==> config.mk <==
export PLATFORM = sky130hd
export DESIGN_NAME = logic_op_arbiter
export DESIGN_NICKNAME = d
export VERILOG_FILES = /design/src/rtl/logic_op_arbiter.sv
export SDC_FILE = /design/constraint.sdc
export NUM_CORES = 1
export LEC_CHECK = 0
export CORE_UTILIZATION = 48
export CTS_BUF_LIST = sky130_fd_sc_hd__clkbuf_16
export CTS_CLUSTER_DIAMETER = 200
export CTS_CLUSTER_SIZE = 24
export DETAILED_ROUTE_END_ITERATION = 10
export PLACE_DENSITY = 0.89
export SLEW_MARGIN = 15
export SYNTH_ARGS = -nofsm -noshare
export SYNTH_HDL_FRONTEND = slang
export SYNTH_SLANG_ARGS = --single-unit
==> constraint.sdc <==
create_clock -name clk -period 6.71 [get_ports clk]
set_clock_uncertainty 0.05 [all_clocks]
set_input_delay 1.342 -clock clk [delete_from_list [all_inputs] [get_ports clk]]
set_output_delay 1.342 -clock clk [all_outputs]
set_load 0.01 [all_outputs]
==> src/rtl/logic_op_arbiter.sv <==
// -----------------------------------------------------------------------------
// logic_op_arbiter
//
// Round-robin arbiter and sequencer in front of one shared bitwise logic
// unit. Up to N_REQ client engines present {opcode, a, b}. One of them is
// granted per cycle. The gate result is registered and tagged with the
// owner's index, and it is held until the consumer takes it.
//
// Opcodes: 0 AND, 1 OR, 2 NOT (~a), 3 NAND, 4 NOR, 5 XOR, 6 XNOR.
// Opcode 7 depends on the build:
//   - LOGIC_ARB_ERR_EN defined   : result 0, rsp_err=1 (illegal opcode).
//   - LOGIC_ARB_ERR_EN undefined : BUF, result = a. There is no rsp_err port.
//
// Handshake semantics (every channel): a transfer happens on a rising edge
// where valid and ready are both 1. A producer holds its payload stable while
// valid=1 and no transfer has happened yet. Request valid may be dropped
// before acceptance (the request is withdrawn). ready never depends on the
// payload. req_ready depends on req_valid, state and rsp_ready only.
//
// Ports:
//   clk        in   clock, rising edge
//   rst_n      in   synchronous active-low reset
//   req_valid  in   [N_REQ]        per-requester valid
//   req_ready  out  [N_REQ]        per-requester accept (one-hot or zero)
//   req_op     in   [3*N_REQ]      opcode, requester i at [3i+2:3i]
//   req_a      in   [WIDTH*N_REQ]  operand A, requester i at slice i
//   req_b      in   [WIDTH*N_REQ]  operand B, requester i at slice i
//   rsp_valid  out  result valid
//   rsp_ready  in   consumer accepts result
//   rsp_data   out  [WIDTH] result
//   rsp_id     out  [ID_W]  owner of rsp_data
//   rsp_err    out  illegal opcode flag (LOGIC_ARB_ERR_EN only)
//   dbg_state  out  FSM state (0 IDLE, 1 RESP)
// -----------------------------------------------------------------------------
module logic_op_arbiter #(
   parameter int N_REQ = 4,
   parameter int WIDTH = 8,
   parameter int ID_W  = 2
) (
   input  logic                   clk,
   input  logic                   rst_n,
   input  logic [N_REQ-1:0]       req_valid,
   output logic [N_REQ-1:0]       req_ready,
   input  logic [3*N_REQ-1:0]     req_op,
   input  logic [WIDTH*N_REQ-1:0] req_a,
   input  logic [WIDTH*N_REQ-1:0] req_b,
   output logic                   rsp_valid,
   input  logic                   rsp_ready,
   output logic [WIDTH-1:0]       rsp_data,
   output logic [ID_W-1:0]        rsp_id,
`ifdef LOGIC_ARB_ERR_EN
   output logic                   rsp_err,
`endif
   output logic                   dbg_state
);

   localparam logic S_IDLE = 1'b0;
   localparam logic S_RESP = 1'b1;

   logic            state;
   logic [ID_W-1:0] rr_ptr;

   logic            found;
   logic [ID_W-1:0] winner;
   logic [ID_W:0]   sum;
   logic [ID_W-1:0] cand;
   logic            can_accept;
   logic            accept;

   logic [2:0]       win_op;
   logic [WIDTH-1:0] win_a;
   logic [WIDTH-1:0] win_b;
   logic [WIDTH-1:0] op_res;
`ifdef LOGIC_ARB_ERR_EN
   logic             op_err;
`endif

   assign dbg_state  = state;
   assign rsp_valid  = (state == S_RESP);
   // A held result that retires this edge frees the output register for a
   // new one on the same edge, which gives one op per cycle.
   assign can_accept = (state == S_IDLE) | ((state == S_RESP) & rsp_ready);

   // Winner search starts at rr_ptr and wraps modulo N_REQ. sum is one bit
   // wider so that non-power-of-two N_REQ wraps correctly.
   always_comb begin
      found  = 1'b0;
      winner = '0;
      sum    = '0;
      cand   = '0;
      for (int k = 0; k < N_REQ; k++) begin
         sum = {1'b0, rr_ptr} + (ID_W+1)'(k);
         if (sum >= (ID_W+1)'(N_REQ)) begin
            sum = sum - (ID_W+1)'(N_REQ);
         end
         cand = sum[ID_W-1:0];
         if (!found && req_valid[cand]) begin
            found  = 1'b1;
            winner = cand;
         end
      end
   end

   // Ready is also gated by rst_n so that no requester sees a grant while
   // reset is asserted.
   always_comb begin
      req_ready = '0;
      for (int i = 0; i < N_REQ; i++) begin
         req_ready[i] = rst_n & can_accept & found & (winner == ID_W'(i));
      end
   end

   assign accept = found & can_accept;

   assign win_op = req_op[int'(winner)*3 +: 3];
   assign win_a  = req_a[int'(winner)*WIDTH +: WIDTH];
   assign win_b  = req_b[int'(winner)*WIDTH +: WIDTH];

   always_comb begin
      op_res = '0;
`ifdef LOGIC_ARB_ERR_EN
      op_err = 1'b0;
`endif
      case (win_op)
         3'd0: op_res = win_a & win_b;
         3'd1: op_res = win_a | win_b;
         3'd2: op_res = ~win_a;
         3'd3: op_res = ~(win_a & win_b);
         3'd4: op_res = ~(win_a | win_b);
         3'd5: op_res = win_a ^ win_b;
         3'd6: op_res = ~(win_a ^ win_b);
         default: begin
`ifdef LOGIC_ARB_ERR_EN
            op_res = '0;
            op_err = 1'b1;
`else
            op_res = win_a;
`endif
         end
      endcase
   end

   always_ff @(posedge clk) begin
      if (!rst_n) begin
         state    <= S_IDLE;
         rr_ptr   <= '0;
         rsp_data <= '0;
         rsp_id   <= '0;
`ifdef LOGIC_ARB_ERR_EN
         rsp_err  <= 1'b0;
`endif
      end else if (accept) begin
         state    <= S_RESP;
         rsp_data <= op_res;
         rsp_id   <= winner;
`ifdef LOGIC_ARB_ERR_EN
         rsp_err  <= op_err;
`endif
         if (winner == ID_W'(N_REQ-1)) begin
            rr_ptr <= '0;
         end else begin
            rr_ptr <= winner + 1'b1;
         end
      end else if ((state == S_RESP) && rsp_ready) begin
         // Retire with nothing pending. The payload registers keep their
         // last value.
         state <= S_IDLE;
      end
   end

endmodule

== Word-level counts from Yosys, hierarchy flattened ==
Index checks and enable logic that the tools add are counted.
Cells by class
  add/sub/neg operators: 8
  multipliers: 1
  order comparisons: 8
  equal/unequal tests: 9
  shift-type cells: 3
  multiplexer cells: 24
  bitwise gates (word level): 17
  reductions and logical operators: 10
Operators with widths (number)
  $shiftx A32 B6 Y8: 2
  $pmux W8 S7: 1
  $not A8 Y8: 4
  $mux W2: 9
  $lt A2 B3 Y1 const B: 4
  $shiftx A12 B5 Y3: 1
  $mux W1: 10
  $eq A3 B3 Y1 const B: 3
  $ge A3 B3 Y1 const B: 3
  $and A1 B1 Y1: 8
  $and A8 B8 Y8: 1
  $bmux W1 S2: 4
  $or A8 B8 Y8: 1
  $sub A2 B1 Y2 const B: 4
  $xor A8 B8 Y8: 1
  $add A2 B2 Y3 const B: 2
  $eq A3 B2 Y1 const B: 2
  $eq A2 B2 Y1 const B: 2
  $logic_and A1 B1 Y1: 4
  $mul A2 B2 Y4 const B: 1
  $add A2 B1 Y3 const B: 1
  $eq A3 B1 Y1 const B: 1
  $ge A2 B3 Y1 const B: 1
  $logic_not A1 Y1: 3
  other kinds (7): 7
Word-level totals
  register bits after elaboration: 13
  input port bits: 83
  output and inout port bits: 16
  logic and storage cells: 84

== Longest topological paths before layout ==
  depth in word-level cells: 18
  depth in mapped cells: 16
  gate-level depth less buffers: 12

== Worst setup path before layout ==
Ideal clock, no wire load.
  path kind: input -> output
  start: in req_valid[0]
  end: out req_ready[1]
  arrival: 3.169 ns
  data required time: 5.318 ns
  path slack: 2.149 ns
  stages: 10
  path buffers: 4
  cell sequence: and2_4 -> o211a_1 -> nor2_4 -> buf_6 -> buf_4 -> buf_2 -> buf_4 -> inv_1 -> ha_1 -> and3_1
Between the ends
  word-level cells in the longest chain between the ends: 14
  elaborated cells between the ends (all ways): 25
  those cells by class: eq/ne: 1; mux: 16; bitwise: 2; reduce/logical: 6
Ends and longest elaborated chain
  start, declared: line 42  | input logic [N_REQ-1:0] req_valid,
  $bmux W1 S2: line 97  | if (!found && req_valid[cand]) begin
  $mux W1 (not written as such): line 97
  $mux W1: line 97
  $logic_not A1 Y1: line 97
  $logic_and A1 B1 Y1: line 97
  $mux W1: line 97
  $logic_not A1 Y1: line 97
  $logic_and A1 B1 Y1: line 97
  $mux W1: line 97
  $logic_not A1 Y1: line 97
  $logic_and A1 B1 Y1: line 97
  $mux W2 (*): line 97
  net winner[1]: line 64  | logic [ID_W-1:0] winner;
  $eq A2 B1 Y1 (*): line 109  | req_ready[i] = rst_n & can_accept & found & (winner == ID_W'(i));
  $and A1 B1 Y1 (*): line 109
  end, declared: line 43  | output logic [N_REQ-1:0] req_ready,
The timed path passes the listed nets; every way through them passes the cells marked *. The select of a mux whose other input is x is not followed.

== Worst setup path after layout ==
  start: in req_valid[0]
  end: out req_ready[2]
Between the ends
  word-level cells in the longest chain between the ends: 14
  elaborated cells between the ends (all ways): 25
  those cells by class: eq/ne: 1; mux: 16; bitwise: 2; reduce/logical: 6
Ends and longest elaborated chain (line)
  $bmux W1 S2: 97
  $mux W1 (not written as such): 97
  $mux W1: 97
  $logic_not A1 Y1: 97
  $logic_and A1 B1 Y1: 97
  $mux W1: 97
  $logic_not A1 Y1: 97
  $logic_and A1 B1 Y1: 97
  $mux W1: 97
  $logic_not A1 Y1: 97
  $logic_and A1 B1 Y1: 97
  $mux W2 or $mux W1 (tied branches): 97
  $eq A2 B2 Y1 or $and A1 B1 Y1 (tied branches): 109
  $and A1 B1 Y1 (*): 109
Mark *: on every way between the ends. The rest lies on a longest branch, timed or not. The select of a mux whose other input is x is not followed.

==> flow_summary.ini <==
[clocking]
hold_buffers = 0
htreeDepth = 1
cts_sinks = 13
clkTransAtPathRegs_ns = 0.05
cts_made_buffers = 3
tritoncts = built
postCtsSetupBuffers = 0
cts_max_path_buffers = 2
cts-root-buf = clkbuf_16
cts_resized = 0
insertion_delay_ns = 0.25

[logic_synthesis]
ys_seq_area_share_pct = 11.0
yosysWarnings = 0
synthDistinctLibCells = 57
synth-main-ff-cell = dfxtp_1
postSynthCellCount = 303
syn_area_per_cell_um2 = 7.81
synth_edf_count = 0
synthesis.nets = 406
synth-seq-cells = 13
ys_async_sr_fraction_pct = 0
synth_area_um2 = 2370

[placed_design]
portBuffers = 98
place_congestion = 0.815
dp_hpwl_mm = 5.17
place_ws_ns = 1.31

[timing]
setup_violations = 0
final.setup.tns_ns = 0
min_period_ns = 5.39
setup_slack_ns = 1.32
max_freq_ghz = 0.186
min_period_over_period_pct = 80.3
worstMarginPinSlew_ns = 0.802
hold_viol_final = 0
slew_headroom_pct = 46.4
maxSlewViolCount = 0
rsz0062_at_grt = false

[min_path]
min-delay-start = rsp_id[0]
hold_path.class = reg -> reg

[worst_setup_path]
cp.required_ns = 5.32
reg2reg_slack_ns = 3.03
startpoint_type = primary input
cp_data_arrival_time_ns = 4.00
critPathKind = in -> out
rr_startpoint = rr_ptr[1]
crit_path_max_fanout = 16
endpoint_kind = output pin
cp-startpoint = req_valid[0]

[detailed_routing]
drt-vias-per-instance = 5.74
drtIter0Drc = 180
routed_wl_mm = 6.85
firstDrtPassIters = 4
drc = 0
vias = 2608
wl_per_cell_um = 15.1
ant_nets = 0

[finish]
final_common_cell = clkdlybuf4s50_1
layout_common_cells = 98 x clkdlybuf4s50_1, 42 x mux2i_1, 36 x nand2_1
drive_above_1_share_pct = 7.75
nets = 491
areaGrowthSynthToFinish_pct = 43.7
antenna_cells = 0

[power]
p_leak_nw = 1.45
vdd_drop_max_mv = 0.130
power.density_nw_per_um2 = 212

[floorplanning]
die_y_um = 72.2
coreArea_um2 = 4720
die-area_um2 = 5220
initial_core_util_pct = 50.1
fp.dieW_um = 72.2
num_rows = 25
boundaryPins = 99

[run_status]
status = completed

[global_routing]
grt_pass1_vias = 2474
antenna_found_initial = 0
grt_pass1_wl_mm = 11.0
grt_usage_pct = 26.6
grt_max_degree = 32
overflow = 0

[flow_run]
drv_cap = 0
-- power breakdown --
part / internal (mW) / total, mW / switching (mW) / leakage [nW]
sequential: 0.0974 / 0.110 / 0.0124 / 0.108
combinational: 0.233 / 0.493 / 0.260 / 1.30
clock: 0.0796 / 0.117 / 0.0373 / 0.0409
total: 0.410 / 0.720 / 0.310 / 1.45
-- registers in the layout (all words and copies together) (netlist names) --
register,flops
rsp_data,8
rsp_id,2
rr_ptr,2
dbg_state,1
-- worst max-delay path: stages --
cell and delay, ns:
clkdlybuf4s50_1 0.47, and2_4 0.20, and2_4 0.16, nor3_4 0.62
inv_2 0.32, ha_1 0.28, and3_1 0.13, clkdlybuf4s50_1 0.47
-- Yosys cell counts (5+ instances only) --
master	number	area [µm²]
dfxtp_1	13	260
o21ai_0	12	60.1
nor3_1	5	25.0
nand3_1	12	60.1
a21oi_1	15	75.1
nand2_1	36	135
and3_1	8	50.1
buf_4	5	37.5
ha_1	20	250
a21boi_0	6	45.0
inv_1	29	109
a2111oi_0	7	61.3
and2_1	5	31.3
clkbuf_1	7	26.3
mux2_2	7	78.8
a211oi_1	11	82.6
mux2i_1	42	420
-- kinds of logic (layout without fill, tap and decap cells) --
family                   Yosys count  count (layout)  share of synthesized area, %
AO/OA/AOI/OAI                     88              88                          28.8
AND/OR/NAND/NOR                   81              81                          17.5
buffers and inverters             51             135                          10.4
multiplexers                      50              50                          21.7
adder cells (fa/ha/maj)           20              20                          10.6
flip-flops                        13              13                          11.0
-- cell type report --
cell class | count | area (µm²)
Fill cell | 375 | 1320
Tap cell | 67 | 83.8
Multi-Input combinational cell | 239 | 1860
Timing Repair Buffer | 101 | 1000
Clock inverter | 1 | 5.00
Clock buffer | 3 | 75.1
Sequential cell | 13 | 260
Inverter | 30 | 113
-- worst paths after layout --
check	depth (start not counted)	to
setup / recovery	8	req_ready[2]
hold reg to reg	2	rsp_id[0]
setup reg to reg	9	rsp_data[3]
hold / removal	2	rsp_id[0]
-- per-layer routing --
layer,wire length (µm),part of all wire [%],track usage (%),vias up
met1,2740,40,30.9,1176
met3,649,9.5,4.31,19
li1,-,-,-,1282
met4,188,2.7,11.5,0
met5,0,0,0,-
met2,3260,48,47.8,131
-- stage by stage --
| step | total power [mW] | hold WS (ns) | utilization [%] | instance area [µm²] | instances |
|---|---|---|---|---|---|
| after floorplan | 0.457 | 0.438 | - | 2370 | 303 |
| after global placement | 0.579 | 0.404 | 70.3 | 3320 | 450 |
| after detailed placement | 0.596 | 0.414 | 70.3 | 3320 | 450 |
| after CTS | 0.717 | 0.421 | 72.0 | 3400 | 454 |
| after global routing | 0.770 | 0.443 | 72.0 | 3400 | 454 |
| final | 0.720 | 0.418 | 72.0 | 3400 | 454 |
No activity file was read; power rests on OpenSTA's default activity.
